<file path="config.mk">
export PLATFORM = sky130hd
export DESIGN_NAME = rps_match_controller
export DESIGN_NICKNAME = d
export VERILOG_FILES = /design/src/rtl/rps_match_controller.sv
export SDC_FILE = /design/constraint.sdc
export NUM_CORES = 1
export LEC_CHECK = 0
export CAP_MARGIN = 20
export CORE_ASPECT_RATIO = 2
export CORE_MARGIN = 3
export CORE_UTILIZATION = 55
export CTS_BUF_LIST = sky130_fd_sc_hd__clkbuf_16
export DETAILED_ROUTE_END_ITERATION = 8
export GPL_TIMING_DRIVEN = 0
export PLACE_DENSITY = 0.9
export SLEW_MARGIN = 15
export SYNTH_ARGS = -nofsm -noshare
export SYNTH_HDL_FRONTEND = slang
export SYNTH_SLANG_ARGS = --single-unit
export TNS_END_PERCENT = 50
</file>
<file path="constraint.sdc">
create_clock -name clk -period 6.53 [get_ports clk]
set_clock_uncertainty 0.05 [all_clocks]
set_input_delay 0.9795 -clock clk [delete_from_list [all_inputs] [get_ports clk]]
set_output_delay 0.9795 -clock clk [all_outputs]
set_load 0.1 [all_outputs]
</file>
<file path="src/rtl/rps_match_controller.sv">
// Match sequencer for a best-of-N stone-paper-scissors game.
// Collects one locked move per player per round, hands the pair to an
// external round judge, keeps score and declares the match winner.
// A round in which only one player locks before the collect timer expires
// is forfeited to that player without consulting the judge.
module rps_match_controller #(
  parameter int ROUNDS_TO_WIN  = 2,
  parameter int TIMEOUT_CYCLES = 255,
  parameter int SHOW_CYCLES    = 4
) (
  input  logic       clk,
  input  logic       rst,
  input  logic       start_match,
  input  logic [1:0] p1_move,
  input  logic       p1_lock,
  input  logic [1:0] p2_move,
  input  logic       p2_lock,
  output logic       judge_req,
  output logic [1:0] judge_p1,
  output logic [1:0] judge_p2,
  input  logic       judge_done,
  input  logic [1:0] judge_winner,
  output logic [1:0] round_winner,
  output logic       round_valid,
  output logic       round_void,
  output logic [2:0] p1_score,
  output logic [2:0] p2_score,
  output logic [3:0] round_cnt,
  output logic       match_done,
  output logic [1:0] match_winner,
  output logic [2:0] state
);

  // state   | meaning
  // IDLE    | after reset, waiting for start_match
  // COLLECT | gathering locks from both players, timeout timer running
  // JUDGE   | judge_req high, waiting for judge_done
  // SHOW    | round result displayed for SHOW_CYCLES cycles
  // DONE    | match over, winner displayed until start_match
  typedef enum logic [2:0] {
    ST_IDLE    = 3'd0,
    ST_COLLECT = 3'd1,
    ST_JUDGE   = 3'd2,
    ST_SHOW    = 3'd3,
    ST_DONE    = 3'd4
  } state_t;

  localparam int TW = $clog2(TIMEOUT_CYCLES + 1);
  localparam int SW = $clog2(SHOW_CYCLES + 1);
  localparam logic [TW-1:0] TIMER_LAST = TW'(TIMEOUT_CYCLES - 1);
  localparam logic [SW-1:0] SHOW_LAST  = SW'(SHOW_CYCLES - 1);
  localparam logic [2:0]    WIN_SCORE  = 3'(ROUNDS_TO_WIN);

  state_t        state_q, state_d;
  logic [TW-1:0] timer_q, timer_d;
  logic [SW-1:0] show_q, show_d;
  logic          p1_lk_q, p1_lk_d;
  logic          p2_lk_q, p2_lk_d;
  logic          judge_req_q, judge_req_d;
  logic [1:0]    judge_p1_q, judge_p1_d;
  logic [1:0]    judge_p2_q, judge_p2_d;
  logic [1:0]    round_winner_q, round_winner_d;
  logic          round_valid_q, round_valid_d;
  logic          round_void_q, round_void_d;
  logic [2:0]    p1_score_q, p1_score_d;
  logic [2:0]    p2_score_q, p2_score_d;
  logic [3:0]    round_cnt_q, round_cnt_d;
  logic          match_done_q, match_done_d;
  logic [1:0]    match_winner_q, match_winner_d;

  logic          score_en;
  logic [1:0]    score_win;

  // Next-state and registered-output computation for the whole sequencer.
  always_comb begin
    state_d        = state_q;
    timer_d        = timer_q;
    show_d         = show_q;
    p1_lk_d        = p1_lk_q;
    p2_lk_d        = p2_lk_q;
    judge_req_d    = judge_req_q;
    judge_p1_d     = judge_p1_q;
    judge_p2_d     = judge_p2_q;
    round_winner_d = round_winner_q;
    round_valid_d  = 1'b0;
    round_void_d   = 1'b0;
    p1_score_d     = p1_score_q;
    p2_score_d     = p2_score_q;
    round_cnt_d    = round_cnt_q;
    match_done_d   = match_done_q;
    match_winner_d = match_winner_q;
    score_en       = 1'b0;
    score_win      = 2'b00;

    case (state_q)
      ST_IDLE, ST_DONE: begin
        if (start_match) begin
          state_d        = ST_COLLECT;
          p1_score_d     = 3'd0;
          p2_score_d     = 3'd0;
          round_cnt_d    = 4'd0;
          round_winner_d = 2'b00;
          p1_lk_d        = 1'b0;
          p2_lk_d        = 1'b0;
          timer_d        = '0;
          match_done_d   = 1'b0;
          match_winner_d = 2'b00;
        end
      end

      ST_COLLECT: begin
        if (p1_lock && !p1_lk_q) begin
          p1_lk_d    = 1'b1;
          judge_p1_d = p1_move;
        end
        if (p2_lock && !p2_lk_q) begin
          p2_lk_d    = 1'b1;
          judge_p2_d = p2_move;
        end
        // Completing both locks takes priority over an expiring timer.
        if (p1_lk_d && p2_lk_d) begin
          state_d     = ST_JUDGE;
          judge_req_d = 1'b1;
          timer_d     = '0;
        end else if (timer_q == TIMER_LAST) begin
          timer_d = '0;
          if (p1_lk_d ^ p2_lk_d) begin
            state_d   = ST_SHOW;
            score_en  = 1'b1;
            score_win = p1_lk_d ? 2'b01 : 2'b10;
          end
        end else begin
          timer_d = timer_q + 1'b1;
        end
      end

      ST_JUDGE: begin
        if (judge_done) begin
          judge_req_d = 1'b0;
          if (judge_winner == 2'b11) begin
            state_d      = ST_COLLECT;
            round_void_d = 1'b1;
            p1_lk_d      = 1'b0;
            p2_lk_d      = 1'b0;
            timer_d      = '0;
          end else begin
            state_d   = ST_SHOW;
            score_en  = 1'b1;
            score_win = judge_winner;
          end
        end
      end

      ST_SHOW: begin
        if (show_q == SHOW_LAST) begin
          if (p1_score_q == WIN_SCORE || p2_score_q == WIN_SCORE) begin
            state_d        = ST_DONE;
            match_done_d   = 1'b1;
            match_winner_d = (p1_score_q == WIN_SCORE) ? 2'b01 : 2'b10;
          end else begin
            state_d = ST_COLLECT;
            p1_lk_d = 1'b0;
            p2_lk_d = 1'b0;
            timer_d = '0;
          end
        end else begin
          show_d = show_q + 1'b1;
        end
      end

      default: state_d = ST_IDLE;
    endcase

    // A scored round (judged or forfeited) enters SHOW with the tally updated.
    if (score_en) begin
      round_valid_d  = 1'b1;
      round_winner_d = score_win;
      show_d         = '0;
      if (round_cnt_q != 4'd15) round_cnt_d = round_cnt_q + 4'd1;
      if (score_win == 2'b01) p1_score_d = p1_score_q + 3'd1;
      if (score_win == 2'b10) p2_score_d = p2_score_q + 3'd1;
    end
  end

  // State and output registers; reset aborts any round in flight.
  always_ff @(posedge clk or posedge rst) begin
    if (rst) begin
      state_q        <= ST_IDLE;
      timer_q        <= '0;
      show_q         <= '0;
      p1_lk_q        <= 1'b0;
      p2_lk_q        <= 1'b0;
      judge_req_q    <= 1'b0;
      judge_p1_q     <= 2'b00;
      judge_p2_q     <= 2'b00;
      round_winner_q <= 2'b00;
      round_valid_q  <= 1'b0;
      round_void_q   <= 1'b0;
      p1_score_q     <= 3'd0;
      p2_score_q     <= 3'd0;
      round_cnt_q    <= 4'd0;
      match_done_q   <= 1'b0;
      match_winner_q <= 2'b00;
    end else begin
      state_q        <= state_d;
      timer_q        <= timer_d;
      show_q         <= show_d;
      p1_lk_q        <= p1_lk_d;
      p2_lk_q        <= p2_lk_d;
      judge_req_q    <= judge_req_d;
      judge_p1_q     <= judge_p1_d;
      judge_p2_q     <= judge_p2_d;
      round_winner_q <= round_winner_d;
      round_valid_q  <= round_valid_d;
      round_void_q   <= round_void_d;
      p1_score_q     <= p1_score_d;
      p2_score_q     <= p2_score_d;
      round_cnt_q    <= round_cnt_d;
      match_done_q   <= match_done_d;
      match_winner_q <= match_winner_d;
    end
  end

  assign state        = state_q;
  assign judge_req    = judge_req_q;
  assign judge_p1     = judge_p1_q;
  assign judge_p2     = judge_p2_q;
  assign round_winner = round_winner_q;
  assign round_valid  = round_valid_q;
  assign round_void   = round_void_q;
  assign p1_score     = p1_score_q;
  assign p2_score     = p2_score_q;
  assign round_cnt    = round_cnt_q;
  assign match_done   = match_done_q;
  assign match_winner = match_winner_q;

endmodule

</file>
# Word level (Yosys, flattened, before mapping)
# Cells that the tools add are included.
# word_totals
reg_bits	38
out_inout_bits	25
word_cells	139
# classes
n_addsub	5
n_eq_ne	22
muxes	73
bitwise	1
n_reduce_logical	22
# op_table
op	n
two-way mux 8 bit	7
two-way mux 3 bit	18
case mux 8 bit (4 select lines)	1
two-way mux 2 bit	13
two-way mux 1 bit	22
two-way mux 4 bit	4
inequality test 2 bit (second input constant)	8
== test 3 x 2 -> 1 bit (second input constant)	5
case mux 3 bit (4 select lines)	1
nonzero test 2 bit	5
adder 3 x 1 -> 3 bit (second input constant)	3
adder 8 x 1 -> 8 bit (second input constant)	1
== test 8 bit (second input constant)	1
case mux 1 bit (4 select lines)	2
case mux 2 bit (2 select lines)	2
AND reduction 2 bit	4
inequality test 3 bit (second input constant)	2
case mux 1 bit (2 select lines)	3
AND reduction 6 bit	1
AND reduction 5 bit	1
adder 4 x 1 -> 4 bit (second input constant)	1
== test 2 bit (second input constant)	2
inequality test 4 bit (second input constant)	1
AND reduction 4 bit	1
other kinds (11)	14

# Longest topological paths before layout
# logic_depth
ltp_word	12
mapped_depth	9
depth_no_buf	9

# Worst setup path before layout
# Ideal clock, no wire load.
# synth_timing
kind	input -> register
from	input port p2_lock
to	register p1_score_q[2], in the netlist p1_score[2]
setup_ns	0.124
arrival_time_ns	2.888
required_ns	6.356
setup_slack_ns	3.468
cell_stages	7
path_cell_list	or2_2 > ha_1 > or4b_4 > nor4_4 > nor2_2 > o311a_1 > a211o_1
# synth_between
elab_chain_cells	11
word_cells_on_any_way	16
classes_between	eq/ne (1); mux (12); bitwise (1); reduce/logical (2)
# synth_lines
item	line_no	text
from (decl)	17	input logic p2_lock,
logical AND 1 bit (*)	116	if (p2_lock && !p2_lk_q) begin
two-way mux 1 bit (*)	116	
two-way mux 1 bit (*)	95	case (state_q)
bitwise XOR 1 bit	127	if (p1_lk_d ^ p2_lk_d) begin
two-way mux 2 bit	127	
two-way mux 2 bit	125	end else if (timer_q == TIMER_LAST) begin
two-way mux 2 bit	121	if (p1_lk_d && p2_lk_d) begin
case mux 2 bit (2 select lines)	95	
== test 2 x 1 -> 1 bit	180	if (score_win == 2'b01) p1_score_d = p1_score_q + 3'd1;
two-way mux 3 bit	180	
two-way mux 3 bit (*)	175	if (score_en) begin
net p1_score_d[2]	65	logic [2:0] p1_score_q, p1_score_d;
to (signal assigned)	216	p1_score_q <= p1_score_d;
to (decl)	65	
# The timed path passes the listed nets; every way through them passes the cells marked *. The select of a mux whose other input is x is not followed.
# A chain may end at the register's enable or synchronous reset.

# Final worst setup path
# layout_timing
from	input port p1_lock
to	register p1_score_q[2], in the netlist p1_score[2]
# layout_between
elab_chain_cells	11
word_cells_on_any_way	17
classes_between	eq/ne (1); mux (13); bitwise (1); reduce/logical (2)
# layout_lines
item	line_no	text
from (decl)	15	input logic p1_lock,
logical AND 1 bit (*)	112	if (p1_lock && !p1_lk_q) begin
two-way mux 1 bit (*)	112	
two-way mux 1 bit (*)	95	
two-way mux 2 bit or bitwise XOR 1 bit (tied branches)	130, 127	
two-way mux 2 bit	127	
two-way mux 2 bit	125	
two-way mux 2 bit	121	
case mux 2 bit (2 select lines)	95	
== test 2 x 1 -> 1 bit	180	
two-way mux 3 bit	180	
two-way mux 3 bit (*)	175	
net p1_score_d[2]	65	
# Marked as above.

==> summary.md <==
| Metric | Value |
|---|---|
| Result of the run | complete, no violations |
| Area grow syn2layout | 28.7% |
| Chip height | roughly 94 um |
| CORE AREA | 3650 sq um |
| Slew Limit Headroom | 0.338 |
| Number of antenna violations at the first check in global routing | 0 |
| Total count of hold-check failures in the final report | 0 |
| Worst setup EP type | flip-flop |
| Worst-path maximum fanout | 9 |
| Internal Pwr Total | ~0.66 mW |
| Switching part of the total | 0.492 |
| Cells after synthesis | 220 |
| Number of cell rows | 31 |
| Pwr Density | 479 nW/um^2 |
| Largest vdd supply drop | just under 500 uV |
| Number of synthesized register bits | 38 |
| Final Net Count | 289 |
| CP arrival | 3550 ps |
| Cell-by-cell listing of the critical path | clkdlybuf4s50_1, nor2_1, inv_1, ha_1, or4b_4, nor4_4, nor2_2, o311a_1, a211o_1 |
| Half-perimeter wire length of the detailed placement result | 3.76 mm |
| Fmax | 291 MHz |
| Wire length per cell after detailed routing | 16.6 um |
| Floorplan die area | 4670 sq um |
| Share of the yosys chip area belonging to registers | 0.449 |
| Count of buffer and inverter cells on the critical path | 2 |
| Remaining antenna violation count | 0 |
| Number of vias per cell after detailed routing | 6.03 |
| Clk pwr share | 0.208 |
| Commonest cells after routing, fill and taps aside | sky130_fd_sc_hd__dfrtp_1, sky130_fd_sc_hd__clkdlybuf4s50_1, sky130_fd_sc_hd__a21oi_1 |
| Synth Cell Area | ~2100 sq um |
| Worst path max stage delay | ~550 ps |
| Via Count | 1,894 |
| Number of CTS-inserted buffers | 5 |
| Final antenna diode count | 0 |
| Num Clock Sinks | 38 |
| Final worst path period share | 0.526 |
| Total of endpoints with negative setup slack in the final report | 0 |
| Routability congestion estimate | 0.900 |
| Critical Path Source Type | input port |
| Fillcell total | 280 |
| Synth cell types | 45 |
| Total Power Consumption | 1.30 mW |
| Number of buffers added to fix hold violations after cts | 0 |
| Reg clk slew, reported paths | 60 ps |
| Insertion delay of the later-clocked pin in the worst-skew pair | around 280 ps |
| Standard cell with the maximum stage delay on the critical path | sky130_fd_sc_hd__or4b_4 |
| Post-synth ARST share | 1.00 |
| Global Route Usage Sum | 0.241 |
| Library cell used as clock root buffer | sky130_fd_sc_hd__clkbuf_16 |
| DRC violations left | 0 |
| I/O pin cnt | 37 |
| WP data required | 6650 ps |
| Max-slew violation count | 0 |
| Max Cap Violations | 0 |
| Detailed-routing iteration count for the pre-antenna-repair pass | 4 |
| Number of violations reported at the end of detailed-routing iteration 0 | 75 |
| Most common cell after layout, fill and taps aside | sky130_fd_sc_hd__dfrtp_1 |
| GR Overflow Total | 0 |
| Deepest clock path buffer count | 2 |
| Most frequently used flop master after synthesis | sky130_fd_sc_hd__dfrtp_1 |
| Sw Pwr | approximately 0.64 mW |
| Post-synth EDFFs | 0 |
| Pin count of the biggest net entering global routing | 38 |
| Shortest clock period the worst path allows after layout | 3440 ps |
| Worst slew pin tran | ~990 ps |
| Vias in the first global route | 1,862 |
| Type of the worst setup path | in -> reg |
| Post-synthesis net count | 245 |
| CTS tree | done |
| Sequential fraction of design power | 0.273 |
| First-pass GRT wire length | 8.57 mm |
| Post-CTS repair timing setup buffer count | 0 |
| RSZ-0062 raised after global routing | no |
| Post-cts gate resize count | 0 |
| Effective utilization at floorplan | 0.580 |
| CP top delay family | simple AND/OR/NAND/NOR gates |
| Buffers added on ports | 36 |
| Total wire length after detailed routing | 5.22 mm |
| Fraction of final layout cells with drive strength greater than 1 | 0.0792 |
| Mean cell area of the mapped netlist | just under 10 sq um |
| Leakage power total | 1.19 nW |
| Yosys Warn Count | 0 |
| Setup TNS Final | 0 ps |
| Path category of the worst min-delay check | reg -> reg |
| Relative contribution of combinational cells to total power | 0.519 |
| H-tree depth reported by CTS | 2 |
| Die X-Extent | 49.9 um |
-- layout make-up --
cell class                 instances  area (sq um)  area share
multi-input combinational        161          1090       0.399
sequential                        38           951       0.349
timing repair buffer              37           380       0.140
clock buffer                       5           125      0.0460
tap                               49          61.3      0.0225
inverter                          15          56.3      0.0207
clock inverter                     3          40.0      0.0147
buffer                             6          22.5     0.00827
-- synth_stat cells (all sizes together), types with 2 or more instances --
library cell,instances,area [sq um]
a21oi,19,95.1
a31oi,8,50.1
and3,2,12.5
and4,2,17.5
clkbuf,6,22.5
dfrtp,38,951
ha,13,163
inv,14,52.6
mux2,4,45.0
mux2i,8,80.1
nand2,17,63.8
nand2b,5,31.3
nand3,9,45.0
nand3b,2,15.0
nand4bb,2,22.5
nor2,18,70.1
nor2b,4,25.0
nor3,4,25.0
nor3b,4,30.0
nor4,2,27.5
o211ai,2,15.0
o21ai,14,70.1
o22a,2,17.5
o22ai,2,12.5
or2,2,12.5
-- kinds of logic (layout without fill, tap and decap cells) --
family / Yosys count / count (layout) / synth area share
XOR/XNOR: 2 / 2 / 0.00828
adder cells (fa/ha/maj): 13 / 13 / 0.0769
AND/OR/NAND/NOR: 77 / 77 / 0.205
flip-flops: 38 / 38 / 0.449
multiplexers: 12 / 12 / 0.0591
AO/OA/AOI/OAI: 57 / 57 / 0.164
buffers and inverters: 21 / 66 / 0.0373
-- per-stage QoR --
step	setup slack (ps)	utilization	area, sq um	hold slack, ps	std cells
3_5_place_dp	2800	0.701	2560	435	306
5_1_grt	2930	0.747	2720	463	314
4_1_cts	3090	0.747	2720	449	314
6_report	3090	0.747	2720	449	314
3_3_place_gp	2850	0.696	2540	416	305
2_1_floorplan	3470	-	2120	429	220
-- per-layer routing --
layer / vias up / wire length (um) / GRT usage
li1: 883 / - / -
met4: 0 / 136 / 0.109
met2: 57 / 3010 / 0.470
met1: 941 / 1870 / 0.240
met3: 13 / 206 / 0.0334
met5: - / 0 / 0
-- state kept, by name (all words and copies together), names as in the netlist --
register,flops
judge_req,1
p1_lk_q,1
timer_q,8
state,3
judge_p1,2
round_cnt,4
show_q,3
match_winner,2
round_winner,2
round_valid,1
round_void,1
judge_p2,2
p1_score,3
p2_score,3
p2_lk_q,1
match_done,1
-- worst paths after layout --
path                          endpoint  cells past startpoint  slack, ps  startpoint
min reg2reg                 match_done                      2        450  match_done
max reg2reg                p1_score[2]                      8       3840     p1_lk_q
min in group asynchronous  judge_p2[0]                      2        820         rst
max in group asynchronous  judge_p2[1]                      3       5230         rst
max                        p1_score[2]                      9       3090     p1_lock
min                         match_done                      2        450  match_done
-- tightest hold or removal path: stages, from the launching register on --
cell and delay (ps):
sky130_fd_sc_hd__dfrtp_1 350, sky130_fd_sc_hd__nand2_1 60, sky130_fd_sc_hd__nand2_1 60
-- power groups by stage --
| stage | Clock (mW) | Combinational, mW | Sequential (mW) |
|---|---|---|---|
| after floorplan | 0 | 0.225 | 0.635 |
| after global placement | 0 | 0.655 | 0.352 |
| after detailed placement | 0 | 0.670 | 0.357 |
| after CTS | 0.273 | 0.678 | 0.356 |
| after global routing | 0.283 | 0.717 | 0.364 |
| final | 0.272 | 0.677 | 0.356 |
Power figures use the tool's default switching activity.
